$ cat config.mk
export PLATFORM = sky130hd
export DESIGN_NAME = sprite_rom_arbiter
export DESIGN_NICKNAME = d
export VERILOG_FILES = /design/src/rtl/sprite_arb_pkg.sv /design/src/rtl/sprite_arb_rr_pick.sv /design/src/rtl/sprite_rom_arbiter.sv
export SDC_FILE = /design/constraint.sdc
export NUM_CORES = 1
export LEC_CHECK = 0
export CORE_UTILIZATION = 30
export CTS_CLUSTER_SIZE = 24
export DETAILED_ROUTE_END_ITERATION = 8
export GPL_TIMING_DRIVEN = 0
export HOLD_SLACK_MARGIN = 0.03
export MAX_ROUTING_LAYER = met4
export PLACE_DENSITY = 0.57
export REMOVE_ABC_BUFFERS = 1
export SETUP_SLACK_MARGIN = 0.1
export SLEW_MARGIN = 0
export SYNTH_ARGS = -nofsm -noshare
export SYNTH_HDL_FRONTEND = slang
export SYNTH_HIERARCHICAL = 1
export SYNTH_SLANG_ARGS = --single-unit
$ cat constraint.sdc
create_clock -name clk -period 3.24 [get_ports clk]
set_clock_uncertainty 0.05 [all_clocks]
set_input_delay 0.324 -clock clk [delete_from_list [all_inputs] [get_ports clk]]
set_output_delay 0.324 -clock clk [all_outputs]
set_load 0.02 [all_outputs]
$ cat src/rtl/sprite_arb_pkg.sv
// Shared types and constants for the sprite ROM arbiter.
// Optional build macro used by the arbiter: SPRITE_ARB_FIXED_PRIO_EN.
package sprite_arb_pkg;

  typedef enum logic [1:0] {
    IDLE  = 2'd0,
    ISSUE = 2'd1,
    WAIT  = 2'd2,
    RESP  = 2'd3
  } state_t;

  // Index width covers the largest supported renderer count (8).
  localparam int NUM_REQ_MAX = 8;
  localparam int IDX_W       = $clog2(NUM_REQ_MAX);
  localparam int MAX_ROM_LAT = 3;
  localparam int CNT_W       = $clog2(MAX_ROM_LAT + 1);

endpackage

$ cat src/rtl/sprite_arb_rr_pick.sv
// Combinational round-robin picker: first set request at or above rr_ptr,
// otherwise the lowest set request (wrap-around).
module sprite_arb_rr_pick
  import sprite_arb_pkg::*;
#(
  parameter int NUM_REQ = 4
) (
  input  logic [NUM_REQ-1:0] req,
  input  logic [IDX_W-1:0]   rr_ptr,
  output logic [IDX_W-1:0]   winner,
  output logic               found
);

  logic             hi_found;
  logic [IDX_W-1:0] hi_idx;
  logic             lo_found;
  logic [IDX_W-1:0] lo_idx;

  // Descending scan so the last hit is the lowest index in each range.
  always_comb begin
    hi_found = 1'b0;
    hi_idx   = '0;
    lo_found = 1'b0;
    lo_idx   = '0;
    for (int i = NUM_REQ - 1; i >= 0; i--) begin
      if (req[i] && (IDX_W'(i) >= rr_ptr)) begin
        hi_found = 1'b1;
        hi_idx   = IDX_W'(i);
      end
      if (req[i]) begin
        lo_found = 1'b1;
        lo_idx   = IDX_W'(i);
      end
    end
    found  = lo_found;
    winner = hi_found ? hi_idx : lo_idx;
  end

endmodule

$ cat src/rtl/sprite_rom_arbiter.sv
// Shares one sprite bitmap ROM among NUM_REQ renderers, round-robin by default.
// Define SPRITE_ARB_FIXED_PRIO_EN for fixed lowest-index-wins priority.
module sprite_rom_arbiter
  import sprite_arb_pkg::*;
#(
  parameter int NUM_REQ = 4,
  parameter int ADDR_W  = 4,
  parameter int DATA_W  = 8,
  parameter int ROM_LAT = 0
) (
  input  logic                      clk,
  input  logic                      reset,
  input  logic                      line_start,
  input  logic [NUM_REQ-1:0]        req,
  input  logic [NUM_REQ*ADDR_W-1:0] req_addr,
  output logic [NUM_REQ-1:0]        gnt,
  output logic [NUM_REQ-1:0]        rsp_valid,
  output logic [DATA_W-1:0]         rsp_data,
  output logic [ADDR_W-1:0]         rom_addr,
  output logic                      rom_en,
  input  logic [DATA_W-1:0]         rom_data,
  output logic                      busy,
  output state_t                    fsm_state
);

  // Handshake: a requester holds req/req_addr until its one-cycle rsp_valid;
  // the arbiter samples them only in IDLE and always completes a granted fetch.

  localparam logic [CNT_W-1:0] LAST_CNT = CNT_W'((ROM_LAT > 0) ? (ROM_LAT - 1) : 0);

  state_t              state_q, state_d;
  logic [IDX_W-1:0]    w_q, w_d;
  logic [ADDR_W-1:0]   addr_q, addr_d;
  logic [CNT_W-1:0]    cnt_q, cnt_d;
  logic [NUM_REQ-1:0]  gnt_d, rsp_valid_d;
  logic [DATA_W-1:0]   rsp_data_d;
  logic [ADDR_W-1:0]   rom_addr_d;
  logic                rom_en_d;
  logic [IDX_W-1:0]    pick_base;
  logic [IDX_W-1:0]    pick_idx;
  logic                pick_found;
  logic [ADDR_W-1:0]   pick_addr;

`ifdef SPRITE_ARB_FIXED_PRIO_EN
  assign pick_base = '0;
`else
  logic [IDX_W-1:0] rr_q, rr_d;
  assign pick_base = rr_q;
`endif

  assign fsm_state = state_q;

  sprite_arb_rr_pick #(
    .NUM_REQ (NUM_REQ)
  ) u_pick (
    .req    (req),
    .rr_ptr (pick_base),
    .winner (pick_idx),
    .found  (pick_found)
  );

  always_comb begin
    pick_addr = '0;
    for (int i = 0; i < NUM_REQ; i++) begin
      if (pick_idx == IDX_W'(i)) pick_addr = req_addr[i*ADDR_W +: ADDR_W];
    end
  end

  function automatic logic [NUM_REQ-1:0] to_onehot(input logic [IDX_W-1:0] idx);
    logic [NUM_REQ-1:0] oh;
    oh = '0;
    for (int i = 0; i < NUM_REQ; i++) oh[i] = (idx == IDX_W'(i));
    return oh;
  endfunction

  // Next-state and next-output logic; every output is registered below.
  always_comb begin
    state_d     = state_q;
    w_d         = w_q;
    addr_d      = addr_q;
    cnt_d       = cnt_q;
    gnt_d       = '0;
    rsp_valid_d = '0;
    rsp_data_d  = rsp_data;
    rom_addr_d  = rom_addr;
    rom_en_d    = 1'b0;
`ifndef SPRITE_ARB_FIXED_PRIO_EN
    rr_d        = rr_q;
`endif
    unique case (state_q)
      IDLE: begin
        if (pick_found) begin
          w_d        = pick_idx;
          addr_d     = pick_addr;
          gnt_d      = to_onehot(pick_idx);
          rom_en_d   = 1'b1;
          rom_addr_d = pick_addr;
          state_d    = ISSUE;
        end
      end
      ISSUE: begin
        if (ROM_LAT == 0) begin
          rsp_data_d  = rom_data;
          rsp_valid_d = to_onehot(w_q);
          state_d     = RESP;
        end else begin
          cnt_d    = '0;
          rom_en_d = 1'b1;
          state_d  = WAIT;
        end
      end
      WAIT: begin
        if (cnt_q == LAST_CNT) begin
          rsp_data_d  = rom_data;
          rsp_valid_d = to_onehot(w_q);
          state_d     = RESP;
        end else begin
          cnt_d    = cnt_q + CNT_W'(1);
          rom_en_d = 1'b1;
        end
      end
      RESP: begin
        state_d = IDLE;
`ifndef SPRITE_ARB_FIXED_PRIO_EN
        rr_d = (w_q == IDX_W'(NUM_REQ - 1)) ? '0 : (w_q + IDX_W'(1));
`endif
      end
      default: state_d = IDLE;
    endcase
`ifndef SPRITE_ARB_FIXED_PRIO_EN
    // A scanline start overrides the post-response pointer advance.
    if (line_start) rr_d = '0;
`endif
  end

  always_ff @(posedge clk or posedge reset) begin
    if (reset) begin
      state_q   <= IDLE;
      w_q       <= '0;
      addr_q    <= '0;
      cnt_q     <= '0;
      gnt       <= '0;
      rsp_valid <= '0;
      rsp_data  <= '0;
      rom_addr  <= '0;
      rom_en    <= 1'b0;
      busy      <= 1'b0;
    end else begin
      state_q   <= state_d;
      w_q       <= w_d;
      addr_q    <= addr_d;
      cnt_q     <= cnt_d;
      gnt       <= gnt_d;
      rsp_valid <= rsp_valid_d;
      rsp_data  <= rsp_data_d;
      rom_addr  <= rom_addr_d;
      rom_en    <= rom_en_d;
      busy      <= (state_d != IDLE);
    end
  end

`ifndef SPRITE_ARB_FIXED_PRIO_EN
  always_ff @(posedge clk or posedge reset) begin
    if (reset) rr_q <= '0;
    else       rr_q <= rr_d;
  end
`endif

endmodule

==> After elaboration in Yosys (flattened, before gate mapping) <==
Cells that the tools add are included.
{ "op_classes": {"addsub": 2, "multipliers": 0, "div": 0, "order_cmp": 4, "n_eq_ne": 10, "n_shift": 0, "mux": 36, "n_bitwise": 1, "reduce_logical": 14} }
{ "ops": {"columns": ["cell", "count"], "rows": [
  ["4-bit 2-to-1 mux", 7],
  ["2-bit 2-to-1 mux", 11],
  ["8-bit case mux with 2 select lines", 1],
  ["3-bit by 2-bit == test with 1-bit output (second input constant)", 4],
  ["1-bit 2-to-1 mux", 10],
  ["3-bit 2-to-1 mux", 3],
  ["8-bit 2-to-1 mux", 1],
  ["2-bit case mux with 4 select lines", 1],
  ["4-bit case mux with 2 select lines", 1],
  ["3-bit by 1-bit == test with 1-bit output (second input constant)", 2],
  ["1-bit by 3-bit greater-or-equal comparator with 1-bit output (first input constant)", 2],
  ["2-bit by 3-bit greater-or-equal comparator with 1-bit output (first input constant)", 2],
  ["3-bit logical NOT", 2],
  ["2-bit AND reduction", 3],
  ["2-bit nonzero test", 3],
  ["2-bit == test (second input constant)", 2],
  ["1-bit logical AND", 4],
  ["2-bit logical NOT", 2],
  ["3-bit by 1-bit adder with 3-bit output (second input constant)", 1],
  ["2-bit by 1-bit adder with 2-bit output (second input constant)", 1],
  ["2-bit by 1-bit == test with 1-bit output (second input constant)", 1],
  ["2-bit != test (second input constant)", 1],
  ["1-bit case mux with 2 select lines", 1],
  ["1-bit NOT", 1]
]} }
{ "totals": {"regBits": 32, "latchBits": 0, "mem_bits_rw": 0, "rom_bits": 0, "in_bits": 31, "wordCells": 77, "memories": 0} }

==> Logic depth before layout (Yosys ltp) <==
{ "depth": {"word_depth": 12, "mapped_depth": 6} }

==> By module <==
The synthesis kept the hierarchy.
{ "modules_own_cells": {"columns": ["module", "instances", "cells_each", "area_per_inst_um2", "seq_area_each_um2"], "rows": [
  ["sprite_rom_arbiter", 1, 103, 1405.1, 800.8],
  ["sprite_arb_rr_pick", 1, 17, 113.9, 0.0]
]} }

==> Worst setup path before layout <==
OpenSTA, ideal clock, no wires.
{ "synth_path": {"path_kind": "reg-to-reg", "from": "register rr_q[1], in the netlist pick_base[1]", "to": "register rom_addr[0]", "setup_ns": 0.121, "arrival_time_ns": 1.697, "slack_ns": 1.372, "path_stages_with_launch": 7, "path_buffers": 1, "cell_sequence": "dfrtp_1 and4bb_2 a21oi_1 o211a_1 buf_6 mux4_2 a22o_1"} }
{ "synth_via": {"elab_chain_cells": 12} }
{ "synth_rtl": {"columns": ["item", "line", "source"], "rows": [
  ["start, declared", "sprite_rom_arbiter.sv:47", "logic [IDX_W-1:0] rr_q, rr_d;"],
  ["start signal, assigned", "sprite_rom_arbiter.sv:165", "else rr_q <= rr_d;"],
  ["2-bit by 3-bit greater-or-equal comparator with 1-bit output", "sprite_arb_rr_pick.sv:26", "if (req[i] && (IDX_W'(i) >= rr_ptr)) begin"],
  ["1-bit logical AND", "sprite_arb_rr_pick.sv:26", null],
  ["2-bit 2-to-1 mux or 1-bit 2-to-1 mux (tied branches) (4 in series)", "sprite_arb_rr_pick.sv:26", null],
  ["2-bit 2-to-1 mux (*)", "sprite_arb_rr_pick.sv:36", "winner = hi_found ? hi_idx : lo_idx;"],
  ["named net pick_idx[0]", "sprite_rom_arbiter.sv:40", "logic [IDX_W-1:0] pick_idx;"],
  ["3-bit logical NOT", "sprite_rom_arbiter.sv:65", "if (pick_idx == IDX_W'(i)) pick_addr = req_addr[i*ADDR_W +: ADDR_W];"],
  ["4-bit 2-to-1 mux (3 in series)", "sprite_rom_arbiter.sv:65", null],
  ["4-bit 2-to-1 mux (*)", "sprite_rom_arbiter.sv:65", null],
  ["end signal, assigned", "sprite_rom_arbiter.sv:156", "rom_addr <= rom_addr_d;"],
  ["end, declared", "sprite_rom_arbiter.sv:19", "output logic [ADDR_W-1:0] rom_addr,"]
]} }
The timed path passes the listed nets; every way through them passes the cells marked *.
A chain may end at the register's enable or synchronous reset.

==> Worst setup path in the final report <==
{ "layout_path": {"from": "input port req[1]", "to": "register rom_addr[3]"} }
{ "layout_via": {"elab_chain_cells": 9} }
{ "layout_rtl": {"columns": ["item", "line", "source"], "rows": [
  ["start, declared", "sprite_rom_arbiter.sv:14", "input logic [NUM_REQ-1:0] req,"],
  ["1-bit logical AND", "sprite_arb_rr_pick.sv:26", null],
  ["2-bit 2-to-1 mux or 1-bit 2-to-1 mux (tied branches) (2 in series)", "sprite_arb_rr_pick.sv:26", null],
  ["2-bit 2-to-1 mux (*)", "sprite_arb_rr_pick.sv:36", null],
  ["named net pick_idx[1]", "sprite_rom_arbiter.sv:40", null],
  ["3-bit logical NOT", "sprite_rom_arbiter.sv:65", null],
  ["4-bit 2-to-1 mux (3 in series)", "sprite_rom_arbiter.sv:65", null],
  ["4-bit 2-to-1 mux (*)", "sprite_rom_arbiter.sv:65", null]
]} }
Marked as above.

==> results.toml <==
[place]
post_dp_cell_area_um2 = 2120
portBuffers = 54
dpl_worst_slack_ns = 0.714
place_hpwl_um = 2420
gp_congestion = 0.712

[setup_path]
crit-reg2reg-launch = "pick_base[1]$_DFFE_PP0P_"
slowest_delay_ns = 0.64
cp_slowest_cell = "a21oi_1"
r2r_cells = 5
crit_path_end_kind = "flip-flop"
path_max_fanout = 9
arrival_ns = 2.33
critPathLaunchType = "primary input"
rrSetupSlack_ns = 1.12
worstSetupPathType = "in -> reg"
cp_data_required_time_ns = 3.37
r2r-end = "rom_addr[3]$_DFFE_PP0P_"
path_cells = "clkdlybuf4s50_1 -> and2b_2 -> o21bai_1 -> a21oi_1 -> mux4_2 -> a22o_1"

[grt]
grt.overflow.total = 0
grtUsageTotal = 0.133
grt_pass1_vias = 1152
grt_max_degree = 33
grt_pass1_wl_um = 5140
grt_antenna_before_repair = 0

[logic_synthesis]
synth_area_leader_cell = "dfrtp_1"
synth_top_area_frac = 0.527
yosysWarnings = 6
synth_cell_types = 35
syn_area_per_cell_um2 = 12.7
syn_inst = 120
ys_ff_latch = 32
ys_seq_area_frac = 0.527
synth.area.top_cells = "dfrtp_1, mux2_2, ha_1, mux4_2, a22o_1"
synth_area_um2 = 1520

[clocking]
clk_pin_slew_ns = 0.07
cts.sinks = 32
cts_setup_buffers = 0
worst_skew_pair.late_latency_ns = 0.28
h-tree-depth = 2
tritoncts.num_buffers = 5
clk_path_buf_depth = 2
cts_tree = "built"
cts_hold_buf = 0
cts-root-buf = "clkbuf_8"
ctsResizeCount = 0

[sta]
setup_slack_ns = 1.04
grt_setup_unrepaired = "false"
final.min_clock_period_ns = 2.20
tightest_slew_ns = 0.774
setup_viol = 0
relSlewSlack = 0.484
hold_viol = 0
finalCritPeriodShare = 0.679
tns_ns = 0
timing.fmax_mhz = 455
finalMaxSlewViolations = 0

[power_and_ir_drop]
pwr-share-clk = 0.194
power_density_nw_per_um2 = 862
p_leak_nw = 0.966
seqPwrFrac = 0.332
combPwrFrac = 0.474
swShare = 0.351
netSwitchingPower_w = 0.000679
p_int_w = 0.00125
vdd_ir_drop_max_mv = 0.276

[final_layout]
final_nets = 218
multi_input_area_um2 = 662
mostFrequentLayoutCell = "clkdlybuf4s50_1"
num-fill-cells = 447
regArea_um2 = 801
drive_gt1_frac = 0.168
post-route-cell-area_um2 = 2240
diodes = 0
layout_common_cells = "clkdlybuf4s50_1, dfrtp_1, mux2_2, ha_1, inv_1"
area_growth_pct = 47.7
fin_util = 0.469

[floorplan]
die_w_um = 73.2
fp.dieArea_um2 = 5350
initial_core_util = 0.317
num_rows = 25
core_area_um2 = 4790
num_io_pins = 55
chipHeight_um = 73.2

[detailed_routing]
dr.first_iter.drc_count = 56
ant_nets = 0
routed_wl_um = 3140
drtPass1Iterations = 4
routedWlPerCell_um = 12.8
vias = 1099
drt-vias-per-instance = 4.47
drc = 0

[worst_hold_path]
worstHoldPathType = "in -> async"

[run]
max_cap_violations = 0

[outcome]
status = "complete, no violations"
## area by class of cell
| cell class | count | area share |
|---|---|---|
| repair buffers | 55 | 0.248 |
| flip-flops and latches | 32 | 0.357 |
| well taps | 67 | 0.0374 |
| multi-input cells | 76 | 0.295 |
| clock inverters | 3 | 0.0190 |
| clock buffers | 5 | 0.0307 |
| inverters | 8 | 0.0134 |
## worst max path at each step
stage                        startpoint                       to  slack, ns  cells after the start
6_report                         req[1]  rom_addr[3]$_DFFE_PP0P_       1.04                      6
3_3_place_gp                     req[2]  rom_addr[0]$_DFFE_PP0P_       0.78                      6
2_1_floorplan  pick_base[1]$_DFFE_PP0P_  rom_addr[0]$_DFFE_PP0P_       1.28                      5
3_5_place_dp                     req[1]  rom_addr[3]$_DFFE_PP0P_       0.71                      6
5_1_grt                          req[2]  rom_addr[0]$_DFFE_PP0P_       0.93                      6
4_1_cts                          req[1]  rom_addr[3]$_DFFE_PP0P_       1.03                      6
## state kept, by name, summed over array words and instances, names as in the netlist
| register | count |
|---|---|
| pick_base | 3 |
| rom_addr | 4 |
| fsm_state | 2 |
| w_q | 3 |
| rsp_data | 8 |
| busy | 1 |
| cnt_q | 2 |
| gnt | 4 |
| rom_en | 1 |
| rsp_valid | 4 |
## cell usage after synthesis (all sizes together)
cell	n
and3b	1
nor4	2
a21boi	1
conb	1
and2	4
o21bai	1
mux2	12
or3	1
o211ai	2
mux4	4
and3	1
o211a	1
nor3b	2
nand2b	4
xnor2	1
clkbuf	2
nor3	2
a22o	4
nor2b	1
dfrtp	32
mux2i	1
nand2	5
o21ai	1
and4bb	1
nand3	1
or2	2
nor2	4
buf	2
ha	9
a21oi	6
inv	8
and2b	1
## worst max-delay path: cells and delay by family
| kind | cells | cell delay [ns] |
|---|---|---|
| buf+inv | 1 | 0.46 |
| compound gates | 3 | 0.91 |
| mux | 1 | 0.40 |
| simple gates | 1 | 0.23 |
## power by group through the flow
stage	sequential (W)	combinational (W)	clock, W
6_report	0.000641	0.000916	0.000376
5_1_grt	0.000662	0.000997	0.000402
4_1_cts	0.000643	0.000932	0.000385
3_5_place_dp	0.000648	0.000927	0
3_3_place_gp	0.000638	0.000899	0
2_1_floorplan	0.000761	0.000446	0
## metal layers
metal	GRT usage	part of all wire	routed length [um]	vias up
li1	-	-	-	531
met1	0.149	0.41	1290	524
met2	0.225	0.53	1680	40
met3	0.0331	0.045	142	4
met4	0.0523	0.012	38	0
met5	-	0	0	-
## per-stage QoR
step	hold slack, ns	cells	power [W]
floorplan	0.337	116	0.00121
global placement	0.413	237	0.00154
detailed placement	0.426	237	0.00157
CTS	0.435	245	0.00196
global route	0.463	246	0.00206
finish	0.397	246	0.00193
## kinds of logic (layout without fill, tap and decap cells)
kind of cell,count (synthesis),count (layout),synth area share
compound gates,16,16,0.0725
fa+ha+maj,9,9,0.0741
xor+xnor,1,1,0.00577
other cells,1,1,0.00247
mux,17,17,0.155
simple gates,32,32,0.126
buf+inv,12,71,0.0371
flops,32,32,0.527
Note: power is estimated with default switching activity, not from simulation.
